[src/rtl/seq_pkg.sv]
// seq_pkg: types and reset values shared by the serial sequence-detector family
// and its upstream feeders.
//   state_t       : shifter state encoding (ST_IDLE, ST_SHIFT)
//   RST_A         : reset value of the serial bit line
//   RST_A_VALID   : reset value of the serial bit qualifier
//   RST_WORD_DONE : reset value of the end-of-word pulse
package seq_pkg;

    typedef enum logic {
        ST_IDLE  = 1'b0,
        ST_SHIFT = 1'b1
    } state_t;

    localparam logic RST_A         = 1'b0;
    localparam logic RST_A_VALID   = 1'b0;
    localparam logic RST_WORD_DONE = 1'b0;

endpackage

[src/rtl/seq_word_fifo.sv]
// seq_word_fifo: synchronous word FIFO with registered occupancy count.
//   clk      in   rising-edge clock
//   reset    in   asynchronous active-high reset, empties the FIFO
//   push     in   write wr_data at the tail (ignored when full)
//   wr_data  in   WIDTH-bit word to write
//   pop      in   advance the head (ignored when empty)
//   rd_data  out  word at the head (valid when not empty)
//   full     out  DEPTH words stored
//   empty    out  no words stored
//   count    out  occupancy, $clog2(DEPTH+1) bits
module seq_word_fifo #(
    parameter int WIDTH = 8,
    parameter int DEPTH = 4
) (
    input  logic                       clk,
    input  logic                       reset,
    input  logic                       push,
    input  logic [WIDTH-1:0]           wr_data,
    input  logic                       pop,
    output logic [WIDTH-1:0]           rd_data,
    output logic                       full,
    output logic                       empty,
    output logic [$clog2(DEPTH+1)-1:0] count
);

    localparam int PW = $clog2(DEPTH);
    localparam int CW = $clog2(DEPTH + 1);
    localparam logic [CW-1:0] FULL_CNT = CW'(DEPTH);

    logic [WIDTH-1:0] mem_q [DEPTH];
    logic [PW-1:0]    wr_ptr_q, wr_ptr_d;
    logic [PW-1:0]    rd_ptr_q, rd_ptr_d;
    logic [CW-1:0]    count_q, count_d;
    logic             do_push, do_pop;

    assign full    = (count_q == FULL_CNT);
    assign empty   = (count_q == '0);
    assign count   = count_q;
    assign rd_data = mem_q[rd_ptr_q];

    // Fullness is judged on the registered count, so a same-cycle pop never
    // opens room for a push into a full FIFO.
    assign do_push = push && !full;
    assign do_pop  = pop && !empty;

    always_comb begin
        wr_ptr_d = wr_ptr_q;
        rd_ptr_d = rd_ptr_q;
        count_d  = count_q;
        // DEPTH is a power of two, so pointer increments wrap naturally.
        if (do_push) wr_ptr_d = wr_ptr_q + 1'b1;
        if (do_pop)  rd_ptr_d = rd_ptr_q + 1'b1;
        case ({do_push, do_pop})
            2'b10:   count_d = count_q + 1'b1;
            2'b01:   count_d = count_q - 1'b1;
            default: count_d = count_q;
        endcase
    end

    always_ff @(posedge clk or posedge reset) begin
        if (reset) begin
            wr_ptr_q <= '0;
            rd_ptr_q <= '0;
            count_q  <= '0;
        end else begin
            wr_ptr_q <= wr_ptr_d;
            rd_ptr_q <= rd_ptr_d;
            count_q  <= count_d;
        end
    end

    // Storage carries no reset: stale entries are unreachable once the
    // pointers and count are cleared.
    always_ff @(posedge clk) begin
        if (do_push) mem_q[wr_ptr_q] <= wr_data;
    end

endmodule

[src/rtl/seq_bit_serializer.sv]
// seq_bit_serializer: buffers parallel words and shifts them out one bit per
// clock with no bubble between consecutive words.
//   clk        in   rising-edge clock
//   reset      in   asynchronous active-high reset
//   in_data    in   WIDTH-bit word to serialize
//   in_valid   in   in_data valid
//   in_ready   out  FIFO not full (from registered count)
//   a          out  serial bit (registered), 0 when idle
//   a_valid    out  a carries a data bit (registered)
//   word_done  out  high during the last bit of each word
//   busy       out  shifter active or FIFO non-empty
module seq_bit_serializer
    import seq_pkg::*;
#(
    parameter int WIDTH     = 8,
    parameter int DEPTH     = 4,
    parameter bit MSB_FIRST = 1'b1
) (
    input  logic             clk,
    input  logic             reset,
    input  logic [WIDTH-1:0] in_data,
    input  logic             in_valid,
    output logic             in_ready,
    output logic             a,
    output logic             a_valid,
    output logic             word_done,
    output logic             busy
);

    localparam int CW   = $clog2(DEPTH + 1);
    localparam int CNTW = $clog2(WIDTH);
    localparam logic [CNTW-1:0] LAST_IDX = CNTW'(WIDTH - 1);

    state_t           state_q, state_d;
    logic [WIDTH-1:0] sr_q, sr_d;
    logic [CNTW-1:0]  cnt_q, cnt_d;
    logic             a_q, a_d;
    logic             a_valid_q, a_valid_d;

    logic             fifo_pop;
    logic [WIDTH-1:0] fifo_rd_data;
    logic             fifo_full, fifo_empty;
    logic [CW-1:0]    fifo_count;
    logic             reload;

    function automatic logic first_bit(input logic [WIDTH-1:0] w);
        return MSB_FIRST ? w[WIDTH-1] : w[0];
    endfunction

    function automatic logic [WIDTH-1:0] shift_word(input logic [WIDTH-1:0] w);
        return MSB_FIRST ? {w[WIDTH-2:0], 1'b0} : {1'b0, w[WIDTH-1:1]};
    endfunction

    seq_word_fifo #(
        .WIDTH (WIDTH),
        .DEPTH (DEPTH)
    ) u_fifo (
        .clk     (clk),
        .reset   (reset),
        .push    (in_valid),
        .wr_data (in_data),
        .pop     (fifo_pop),
        .rd_data (fifo_rd_data),
        .full    (fifo_full),
        .empty   (fifo_empty),
        .count   (fifo_count)
    );

    assign in_ready  = !fifo_full;
    assign a         = a_q;
    assign a_valid   = a_valid_q;
    // cnt_q reaches 0 exactly while the last bit of a word is on a.
    assign word_done = a_valid_q && (cnt_q == '0);
    assign busy      = (state_q == ST_SHIFT) || (fifo_count != '0);

    // A new word is loaded either from idle or on the last bit of the
    // current word, which keeps back-to-back words contiguous.
    assign reload = !fifo_empty && ((state_q == ST_IDLE) || (cnt_q == '0));

    always_comb begin
        state_d   = state_q;
        sr_d      = sr_q;
        cnt_d     = cnt_q;
        a_d       = 1'b0;
        a_valid_d = 1'b0;
        fifo_pop  = 1'b0;
        if (reload) begin
            // The first bit goes straight to the output register; sr keeps
            // the remaining bits.
            fifo_pop  = 1'b1;
            a_d       = first_bit(fifo_rd_data);
            a_valid_d = 1'b1;
            sr_d      = shift_word(fifo_rd_data);
            cnt_d     = LAST_IDX;
            state_d   = ST_SHIFT;
        end else if (state_q == ST_SHIFT) begin
            if (cnt_q != '0) begin
                a_d       = first_bit(sr_q);
                a_valid_d = 1'b1;
                sr_d      = shift_word(sr_q);
                cnt_d     = cnt_q - 1'b1;
            end else begin
                state_d = ST_IDLE;
            end
        end
    end

    always_ff @(posedge clk or posedge reset) begin
        if (reset) begin
            state_q   <= ST_IDLE;
            sr_q      <= '0;
            cnt_q     <= '0;
            a_q       <= RST_A;
            a_valid_q <= RST_A_VALID;
        end else begin
            state_q   <= state_d;
            sr_q      <= sr_d;
            cnt_q     <= cnt_d;
            a_q       <= a_d;
            a_valid_q <= a_valid_d;
        end
    end

endmodule
[config.mk]
export PLATFORM = sky130hd
export DESIGN_NAME = seq_bit_serializer
export DESIGN_NICKNAME = d
export VERILOG_FILES = /design/src/rtl/seq_pkg.sv /design/src/rtl/seq_word_fifo.sv /design/src/rtl/seq_bit_serializer.sv
export SDC_FILE = /design/constraint.sdc
export NUM_CORES = 1
export LEC_CHECK = 0
export BUFFER_PORTS_ARGS = -buffer_cell sky130_fd_sc_hd__buf_2
export CORE_MARGIN = 8
export CORE_UTILIZATION = 55
export CTS_BUF_LIST = sky130_fd_sc_hd__clkbuf_8
export DETAILED_ROUTE_END_ITERATION = 10
export PLACE_DENSITY = 0.74
export SYNTH_ARGS = -nofsm -noshare
export SYNTH_HDL_FRONTEND = slang
export SYNTH_HIERARCHICAL = 1
export SYNTH_SLANG_ARGS = --single-unit
[constraint.sdc]
create_clock -name clk -period 4.1 [get_ports clk]
set_input_delay 0.41 -clock clk [delete_from_list [all_inputs] [get_ports clk]]
set_output_delay 0.41 -clock clk [all_outputs]
set_load 0.05 [all_outputs]
After elaboration in Yosys (flattened, before gate mapping)
Memories as Yosys holds them, arrays and structs flattened.
Index checks and enable logic that the tools add are counted.
{"block": "totals", "mem_bits_rw": 32, "input_bits": 11, "output_inout_bits": 5, "ff_bits": 20, "elab_cells": 49, "n_memories": 1}
{"name": "u_fifo.mem_q", "depth": 4, "word_bits": 8, "read_ports": 1, "rd_clocked_by_memory_dff": 0, "wr": 1, "line_no": "seq_word_fifo.sv:30", "text": "logic [WIDTH-1:0] mem_q [DEPTH];"}
{"block": "classes", "n_bitwise": 1, "reduce_logical": 16, "n_eq_ne": 3, "muxes": 16, "n_addsub": 5}
{"operator": "$mux W8", "count": 3}
{"operator": "$mux W1", "count": 9}
{"operator": "$mux W3", "count": 3}
{"operator": "$logic_not A3 Y1", "count": 2}
{"operator": "$pmux W3 S2", "count": 1}
{"operator": "$reduce_bool A2 Y1", "count": 3}
{"operator": "$reduce_bool A3 Y1", "count": 2}
{"operator": "$sub A3 B1 Y3 const B", "count": 2}
{"operator": "$add A2 B1 Y2 const B", "count": 2}
{"operator": "$logic_and A1 B1 Y1", "count": 4}
{"operator": "$add A3 B1 Y3 const B", "count": 1}
{"operator": "$eq A3 B3 Y1 const B", "count": 1}
{"operator": "$eq A2 B1 Y1 const B", "count": 1}
{"operator": "$eq A2 B2 Y1 const B", "count": 1}
{"operator": "$logic_not A1 Y1", "count": 2}
{"operator": "$logic_or A1 B1 Y1", "count": 2}
{"operator": "$reduce_and A2 Y1", "count": 1}
{"operator": "$not A1 Y1", "count": 1}

Depth between registers and ports, before layout
Gate-level depths: netlist of run 1.
{"block": "depth", "depth_word": 7, "depth_mapped": 13, "depth_no_buf": 12}

Hierarchy
Netlist of run 1, hierarchy kept.
{"mod": "seq_word_fifo", "n_inst": 1, "cells_each": 80, "area_each_um2": 1596.5, "seq_area_each_um2": 1136.1}
{"mod": "seq_bit_serializer", "n_inst": 1, "cells_each": 62, "area_each_um2": 658.1, "seq_area_each_um2": 300.3}

Least setup slack after synthesis of run 1
Ideal clock, no wire load.
{"block": "synth_path", "kind": "reg2reg", "startpoint": "register cnt_q[0]", "endpoint": "register u_fifo.count_q[2], in the netlist u_fifo/count[2]", "arrival_time_ps": 2193, "period_less_slack_ps": 2272, "path_buffers": 1, "path_stages_with_launch": 14, "t_required_ps": 4021, "path_slack_ps": 1828, "setup_ps": 79, "path_cell_list": "dfrtp_1 -> inv_1 -> ha_1 -> nand2b_4 -> and2_4 -> buf_6 -> nor2_1 -> o31a_2 -> ha_1 -> inv_1 -> fa_1 -> xor2_1 -> nor2_1 -> xor2_1"}
{"block": "synth_between", "elab_chain_cells": 7, "word_cells_on_any_way": 9, "classes_between": "2 x eq/ne; 2 x mux; 5 x reduce/logical"}
{"element": "start: declaration", "line_no": "seq_bit_serializer.sv:36", "text": "logic [CNTW-1:0] cnt_q, cnt_d;"}
{"element": "start signal: assignment", "line_no": "seq_bit_serializer.sv:118", "text": "cnt_q <= cnt_d;"}
{"element": "$logic_not A3 Y1 *", "line_no": "seq_bit_serializer.sv:78", "text": "assign reload = !fifo_empty && ((state_q == ST_IDLE) || (cnt_q == '0));"}
{"element": "$logic_or A1 B1 Y1 *", "line_no": "seq_bit_serializer.sv:78"}
{"element": "$logic_and A1 B1 Y1 *", "line_no": "seq_bit_serializer.sv:78"}
{"element": "$mux W1 *", "line_no": "seq_bit_serializer.sv:87", "text": "if (reload) begin"}
{"element": "via fifo_pop", "line_no": "seq_bit_serializer.sv:40", "text": "logic fifo_pop;"}
{"element": "$logic_and A1 B1 Y1 *", "line_no": "seq_word_fifo.sv:44", "text": "assign do_pop = pop && !empty;"}
{"element": "via u_fifo.do_pop", "line_no": "seq_word_fifo.sv:34", "text": "logic do_push, do_pop;"}
{"element": "$eq A2 B1 Y1 or $eq A2 B2 Y1 (tied branches)", "line_no": "seq_word_fifo.sv:53", "text": "case ({do_push, do_pop})"}
{"element": "$pmux W3 S2 or $reduce_bool A2 Y1 (tied branches)"}
{"element": "end signal: assignment", "line_no": "seq_word_fifo.sv:68", "text": "count_q <= count_d;"}
{"element": "end: declaration", "line_no": "seq_word_fifo.sv:33", "text": "logic [CW-1:0] count_q, count_d;"}
The timed path passes the listed nets; every way through them passes the cells marked *.
A chain may end at the register's enable or synchronous reset.

Worst setup path in the final report of run 1
Ends and elaborated chain as after synthesis.

==> flow_summary.ini, run 1 <==
[outcome]
outcome = completed

[yosys]
syn_nets = 161
syn_inst = 142
synth_cell_types = 32
synth_seq_area_share_pct = 63.71
synth-seq-cells = 51
synth.avg_cell_area_sq_um = 15.88
synth-edff-count = 32
yosys_warnings = 6
synthArstFlopShare_pct = 37.25
syn_area_sq_um = 2255
ys.flop_type = edfxtp_1

[final_layout]
layout_common_cells = 32 x edfxtp_1, 19 x dfrtp_1, 15 x buf_2, 12 x inv_1
diodes = 0
nets = 178
final_cell_area_sq_um = 2475
syn2layout_area_growth_pct = 9.767
fillers = 300
layoutNonFillerInstCount = 210
drive_gt1_share_pct = 31.25
fin_util_pct = 62.32
final_common_cell = edfxtp_1

[power]
pwr_density_cell_nw_per_um2 = 706.2
finalPower_mw = 1.748
intPower_mw = 1.159
seq_power_share_pct = 47.4
power_frac_comb_pct = 33.5
switching_share_pct = 33.66
power.leakage_nw = 0.9823
peakVddDrop_v = 0.0003711
pwr-share-clk_pct = 19.1
p_sw_uw = 588.3

[clock_network]
cts_max_level = 2
cts_setup_buffers = 0
cts_buffer_depth = 2
holdBufCountCts = 0
post_cts_resized = 0
clk_pin_slew_ps = 90
cts_buffers = 5
worst_skew_pair.late_latency_ps = 300
cts_tree = yes
clock_sinks = 51
root_buffer = clkbuf_8

[floorplanning]
fp.dieW_microns = 80.03
fp.coreArea_sq_um = 3971
rows = 23
io_pins = 16
die_h_microns = 80.03
dieArea_sq_um = 6404
initial_utilization_pct = 56.77

[timing]
tns_ps = 0
max-slew-margin-rel_pct = 58.37
rsz0062_at_grt = no
finalClockSkew_ps = 6.388
setup_viol = 0
worst_pin_slew_ps = 624.4
finalCriticalPeriod_ps = 2454
setup_ws_ps = 1646
hold_viol_final = 0
timing.fmax_ghz = 0.4074
drv_slew = 0
min_period_over_period_pct = 59.86
timing.hold.ws_ps = 32.80

[global_route]
antenna_found_initial = 0
grt_usage_pct = 12.24
grt_max_degree = 16
grt_pass1_wl_microns = 5851
global_route.overflow_total = 0
grt_pass1_vias = 1237

[route]
vias_per_cell = 5.405
wire_per_inst_microns = 16.96
drt-total-wl_microns = 3562
drt-pass1-iter-count = 4
ant_nets = 0
drt_iter0_markers = 55
num_vias = 1135
drc = 0

[critical_path]
critPathRequiredTime_ps = 4330
regToRegEndpoint = u_fifo/count[2]
crit_type = flop to flop
reg2regPathDepth = 12
r2r_slack_ps = 1650
critPathArrivalTime_ps = 2680
r2r-start = cnt_q[0]
critPathMaxFanout = 12
cp-end-kind = flop
cp-start-kind = flop

[flow_run]
maxCapViolations = 0

[placement]
placed_cells = 202
dpl_cell_area_sq_um = 2367
dp_hpwl_microns = 2508
gp_congestion = 0.7286
portBuffers = 15
post-place-ws_ps = 1684

[min_path]
min_path_type = primary input to async pin
[critical path, cell delays in order, from the launching register on]
cell and delay (ps):
dfrtp_1 410, inv_1 90, ha_1 200, nand2b_4 110
and2_4 240, nor2_1 110, o31a_2 190, ha_1 180
inv_1 60, fa_1 380, xor2_1 150, nor2_1 110
xor2_1 150
[metal layers]
| metal | vias up | global-route usage, % | share of wire (%) |
|---|---|---|---|
| met5 | - | 0 | 0 |
| met4 | 0 | 4.545 | 2.0 |
| met3 | 9 | 4.505 | 3.9 |
| met2 | 16 | 21.67 | 53 |
| met1 | 562 | 12.89 | 41 |
| li1 | 548 | - | - |
[how the worst max path moves through the flow]
stage,start,to,slack [ps]
after floorplan,cnt_q[0],u_fifo/count[2],1830
after global placement,cnt_q[0],u_fifo/count[2],1760
after detailed placement,cnt_q[0],u_fifo/count[2],1680
after CTS,cnt_q[0],u_fifo/count[2],1630
after global routing,cnt_q[0],u_fifo/count[2],1460
final,cnt_q[0],u_fifo/count[2],1650
[layout make-up]
cell class	count	area, sq um	share of cell area [%]
inverter	12	45.04	1.820
multi-input combinational	73	740.7	29.93
tap	50	62.56	2.528
timing repair buffer	16	82.58	3.337
sequential	51	1436	58.04
clock inverter	3	38.79	1.567
clock buffer	5	68.82	2.781
[sequential cells by signal (all words and copies together) (netlist names)]
name / count
a: 1
u_fifo/mem_q: 32
cnt_q: 3
a_valid: 1
u_fifo/rd_ptr_q: 2
u_fifo/wr_ptr_q: 2
u_fifo/count: 3
sr_q: 7
[cells by family after synthesis]
| kind of cell | count (synthesis) | share of synthesized area (%) |
|---|---|---|
| AOI/OAI and AO/OA | 13 | 4.661 |
| xor gates and xnor gates | 6 | 2.331 |
| buffers and inverters | 18 | 3.662 |
| and+or+nand+nor | 29 | 8.657 |
| DFF | 51 | 63.71 |
| muxes | 17 | 12.21 |
| adders and majority gates | 8 | 4.772 |
[power by group through the flow]
stage               clock network [mW]  registers (mW)  logic [mW]
floorplan                            0           0.785       0.509
CTS                              0.336           0.831       0.596
finish                           0.334           0.828       0.585
global route                     0.359           0.844       0.645
detailed placement                   0           0.841       0.591
global placement                     0           0.829       0.565
[cell usage after synthesis, types with 2 or more instances]
cell / n / area [sq um]
mux2i_1: 8 / 80.08
ha_1: 7 / 87.58
nand3_1: 8 / 40.04
edfxtp_1: 32 / 960.9
nand2b_1: 5 / 31.28
o21ai_2: 6 / 52.55
a21oi_1: 2 / 10.01
xnor2_1: 3 / 26.28
a21oi_2: 2 / 17.52
dfrtp_1: 19 / 475.5
buf_2: 3 / 15.01
and2_2: 4 / 30.03
xor2_1: 3 / 26.28
mux4_2: 8 / 180.2
nor2_1: 4 / 15.01
inv_1: 12 / 45.04
No activity file was read; power rests on OpenSTA's default activity.
==> run 2, diff against run 1 <==
- PLACE_DENSITY: 0.74 -> 0.77
- clock period: 4.1 -> 2.1 ns (I/O delays scaled with it)
==> run 2 against run 1 <==
- via count up 4.1%
- sequential power up 93%
- sequential share of layout area down 2.0 points
- cell count up 5.2%
- die area unchanged
==> flow_summary.ini, run 2 (synthesized netlist as in run 1, its figures left out) <==
[final_layout]
biggestRegsByFlops = u_fifo/mem_q (32), sr_q (7)
layout_common_cells = 32 x edfxtp_1, 19 x dfrtp_1, 15 x buf_2, 11 x buf_4, 9 x inv_1
fillers = 275
layoutNonFillerInstCount = 221
largest_reg_flops = 32
largest-register = u_fifo/mem_q
final_common_cell = edfxtp_1
drive_gt1_share_pct = 39.18
syn2layout_area_growth_pct = 13.60
diodes = 0
nets = 189
final_cell_area_sq_um = 2561

[floorplanning]
io_pins = 16
die_h_microns = 80.03
fp.coreArea_sq_um = 3971
rows = 23
initial_utilization_pct = 56.77
fp.dieW_microns = 80.03
dieArea_sq_um = 6404

[placement]
portBuffers = 15
placed_cells = 208
post-place-ws_ps = -41.03
gp_congestion = 0.6996
dpl_cell_area_sq_um = 2425
dp_hpwl_microns = 2534

[timing]
setup_ws_ps = 47.65
worst_pin_slew_ps = 534.7
max-slew-margin-rel_pct = 64.36
drv_slew = 0
timing.fmax_ghz = 0.4872
rsz0062_at_grt = yes
finalCriticalPeriod_ps = 2052
min_period_over_period_pct = 97.73
setup_viol = 0
timing.hold.ws_ps = 123.0
hold_viol_final = 0
finalClockSkew_ps = 7.779

[global_route]
grt_max_degree = 16
global_route.overflow_total = 0
grt_pass1_wl_microns = 5830
antenna_found_initial = 0
grt_usage_pct = 11.99
grt_pass1_vias = 1195

[route]
drt-pass1-iter-count = 4
wire_per_inst_microns = 16.27
drt-total-wl_microns = 3595
ant_nets = 0
drc = 0
num_vias = 1182
drt_iter0_markers = 92
vias_per_cell = 5.348

[clock_network]
cts_buffers = 5
clk_pin_slew_ps = 90
cts_max_level = 2
worst_skew_pair.late_latency_ps = 300
root_buffer = clkbuf_8
clock_sinks = 51
cts_tree = yes
cts_buffer_depth = 2

[power]
pwr_density_cell_nw_per_um2 = 1336
peakVddDrop_v = 0.0007058
power.leakage_nw = 1.021

[critical_path]
reg2regPathDepth = 12
critPathRequiredTime_ps = 2330
critPathMaxFanout = 2
critPathArrivalTime_ps = 2280
cp-start-kind = flop
crit_type = flop to flop
cp-end-kind = flop

[min_path]
hold_depth = 1
min_path_type = primary input to flop

[flow_run]
maxCapViolations = 0

[outcome]
outcome = completed
run 2: changes by cell type in the layout (fill, tap and decap cells not counted), moves of 2 or more:
cell      change
buf_4        +10
clkinv_2      +2
inv_1         -3
inv_2         +3
ha_4          +2
ha_1          -2
run 2: worst max-delay path, stage by stage, from the launching register on:
cell	delay [ps]
dfrtp_1	400
inv_2	80
ha_4	140
nand2b_4	50
and2_4	160
nor2_2	70
o31a_2	170
ha_4	140
inv_2	30
fa_2	320
xor2_1	140
nor2_1	130
xor2_1	150
run 2: final cells by class:
| type | instances | area [sq um] | area share, % |
|---|---|---|---|
| Sequential cell | 51 | 1436 | 56.08 |
| Multi-Input combinational cell | 73 | 765.7 | 29.90 |
| Timing Repair Buffer | 27 | 167.7 | 6.546 |
| Clock buffer | 5 | 68.82 | 2.687 |
| Tap cell | 50 | 62.56 | 2.443 |
| Inverter | 12 | 45.04 | 1.759 |
| Clock inverter | 3 | 15.01 | 0.5862 |
run 2: stage by stage:
step                power [mW]  TNS [ps]  utilization [%]
floorplan                2.549    -107.2                -
global placement         2.778         0            61.06
detailed placement       2.853    -41.03            61.06
CTS                      3.408         0            63.67
global route             3.648    -61.20            64.49
finish                   3.422         0            64.49
run 2: final timing paths:
path,to,from,slack [ps]
worst min register to register,sr_q[5],sr_q[4],540
worst min-delay path,u_fifo/mem_q[2][7],in_data[7],120
min in group asynchronous,u_fifo/count[1],reset,400
worst max-delay path,u_fifo/count[2],cnt_q[1],50
worst max register to register,u_fifo/count[2],cnt_q[1],50
max in group asynchronous,sr_q[4],reset,1320
run 2: report_power, final:
part           leakage (nW)  internal (mW)  switching (mW)
combinational         0.449          0.667           0.635
sequential            0.524           1.36           0.235
clock                0.0477          0.228           0.293
total                  1.02           2.26            1.16
run 2: repair_timing:
item                       in CTS  in global routing
resized for setup               3                  2
buffers inserted                0                  4
setup endpoints to repair       1                  1
hold endpoints to repair       19                  0
gates cloned                    0                  0
hold buffers                    1                  0
pin swaps                       2                  1
run 2: layer usage:
layer | GRT usage (%) | vias up | share of wire (%)
met3 | 3.941 | 5 | 3.2
met4 | 3.818 | 0 | 1.4
li1 | - | 564 | -
met1 | 14.43 | 601 | 45
met2 | 19.81 | 12 | 50
met5 | 0 | - | 0
==> run 3, diff against run 2 <==
- RECOVER_POWER: default -> 100
==> run 3 against run 2 <==
- hold slack improved by 43 ps
- total power fell by 0.11%
- clock-buffer cell count did not move
- register-to-register slack barely moved
- setup slack improved by 1.3 ps
- global-route usage did not move
- critical path type unchanged
- combinational power barely moved
- highest routed layer unchanged
- core utilization fell by 0.32 points
- maximum frequency barely moved
- critical path depth did not move
==> flow_summary.ini, run 3 (synthesized netlist as in run 1, its figures left out) <==
[final_layout]
layout_common_cells = 32 x edfxtp_1, 19 x dfrtp_1, 11 x buf_4, 10 x clkbuf_1, 9 x inv_1
final_common_cell = edfxtp_1
biggestRegsByFlops = u_fifo/mem_q (32), sr_q (7)
nets = 189
drive_gt1_share_pct = 33.33
largest-register = u_fifo/mem_q
largest_reg_flops = 32
syn2layout_area_growth_pct = 13.04
diodes = 0
fin_util_pct = 64.18

[floorplanning]
initial_utilization_pct = 56.77
rows = 23
die_h_microns = 80.03
fp.coreArea_sq_um = 3971
io_pins = 16
fp.dieW_microns = 80.03
dieArea_sq_um = 6404

[route]
drt-pass1-iter-count = 4
wire_per_inst_microns = 16.35
ant_nets = 0
vias_per_cell = 5.362
drc = 0
drt-total-wl_microns = 3614
drt_iter0_markers = 80
num_vias = 1185

[clock_network]
worst_skew_pair.late_latency_ps = 300
cts_buffer_depth = 2
cts_buffers = 5
clk_pin_slew_ps = 90
cts_tree = yes
root_buffer = clkbuf_8
clock_sinks = 51
cts_max_level = 2

[timing]
min_period_over_period_pct = 97.67
tns_ps = 0
timing.fmax_ghz = 0.4876
finalClockSkew_ps = 7.732
hold_viol_final = 0
timing.hold.ws_ps = 166.2
drv_slew = 0
setup_viol = 0
finalCriticalPeriod_ps = 2051
rsz0062_at_grt = yes
worst_pin_slew_ps = 596.0
max-slew-margin-rel_pct = 60.44

[placement]
dp_hpwl_microns = 2534
gp_congestion = 0.6996
portBuffers = 15

[critical_path]
crit_type = flop to flop
critPathRequiredTime_ps = 2330
regToRegEndpoint = u_fifo/count[2]
cp-start-kind = flop
critPathArrivalTime_ps = 2280
critPathMaxFanout = 2
r2r-start = cnt_q[1]
cp-end-kind = flop
reg2regPathDepth = 12
r2r_slack_ps = 50

[global_route]
grt_usage_pct = 11.99
antenna_found_initial = 0
use_met2_pct = 19.81
met3_usage_pct = 3.941
grt_busiest_layer = met2
grt_pass1_vias = 1195
global_route.overflow_total = 0
met1_usage_pct = 14.43
grt_pass1_wl_microns = 5830
grt_max_degree = 16

[outcome]
outcome = completed

[power]
peakVddDrop_v = 0.0007073
power.leakage_nw = 0.9922
pwr_density_cell_nw_per_um2 = 1341

[min_path]
hold_depth = 1
min_path_type = primary input to flop
min_to = u_fifo/mem_q[2][7]
min_from = in_data[7]

[flow_run]
maxCapViolations = 0
[run 3: critical path, cell delays in order (launching register included)]
cell and delay [ps]:
dfrtp_1 400, inv_2 80, ha_4 140, nand2b_4 50, and2_4 160, nor2_2 70
o31a_2 170, ha_4 140, inv_2 30, fa_2 320, xor2_1 140, nor2_1 130
xor2_1 150
[run 3: final cells by class]
class / instances / area, sq um
Clock buffer: 5 / 68.82
Inverter: 12 / 45.04
Clock inverter: 3 / 15.01
Timing Repair Buffer: 27 / 155.1
Sequential cell: 51 / 1436
Fill cell: 280 / 1423
Tap cell: 50 / 62.56
Multi-Input combinational cell: 73 / 765.7
[run 3: worst max-delay path by stage]
stage | start | end | slack (ps) | depth (start not counted)
5_1_grt | cnt_q[1] | u_fifo/count[2] | -60 | 12
3_5_place_dp | cnt_q[1] | u_fifo/count[2] | -40 | 12
2_1_floorplan | cnt_q[0] | u_fifo/count[2] | -110 | 13
6_report | cnt_q[1] | u_fifo/count[2] | 50 | 12
4_1_cts | cnt_q[0] | u_fifo/count[2] | 10 | 12
3_3_place_gp | cnt_q[0] | u_fifo/count[2] | 30 | 12
[run 3: report_power, final]
group	leakage, nW	internal [mW]	switching (mW)
clock	0.0477	0.228	0.294
sequential	0.524	1.36	0.235
combinational	0.420	0.661	0.636
total	0.992	2.25	1.17
[run 3: what timing repair did]
| action | CTS | global route |
|---|---|---|
| pin swaps | 2 | 1 |
| setup endpoints to repair | 1 | 1 |
| hold buffers | 1 | 0 |
| resized for setup | 3 | 2 |
| setup buffers | 0 | 4 |
| endpoints found under the hold margin | 19 | 0 |
[run 3: metal layers]
layer / vias up / part of all wire (%) / wire, microns
met3: 5 / 3.2 / 114
met4: 0 / 1.4 / 51
met1: 603 / 45 / 1627
met2: 12 / 50 / 1821
li1: 565 / - / -
met5: - / 0 / 0
[run 3: through the flow]
step           cell area [sq um]  std cells  power [mW]  setup slack [ps]
3_5_place_dp                2425        208       2.853            -41.03
4_1_cts                     2529        217       3.408             12.40
5_1_grt                     2549        221       3.644            -61.20
6_report                    2549        221       3.418             48.97
3_3_place_gp                2425        208       2.778             34.57
2_1_floorplan               2272        142       2.549            -107.2
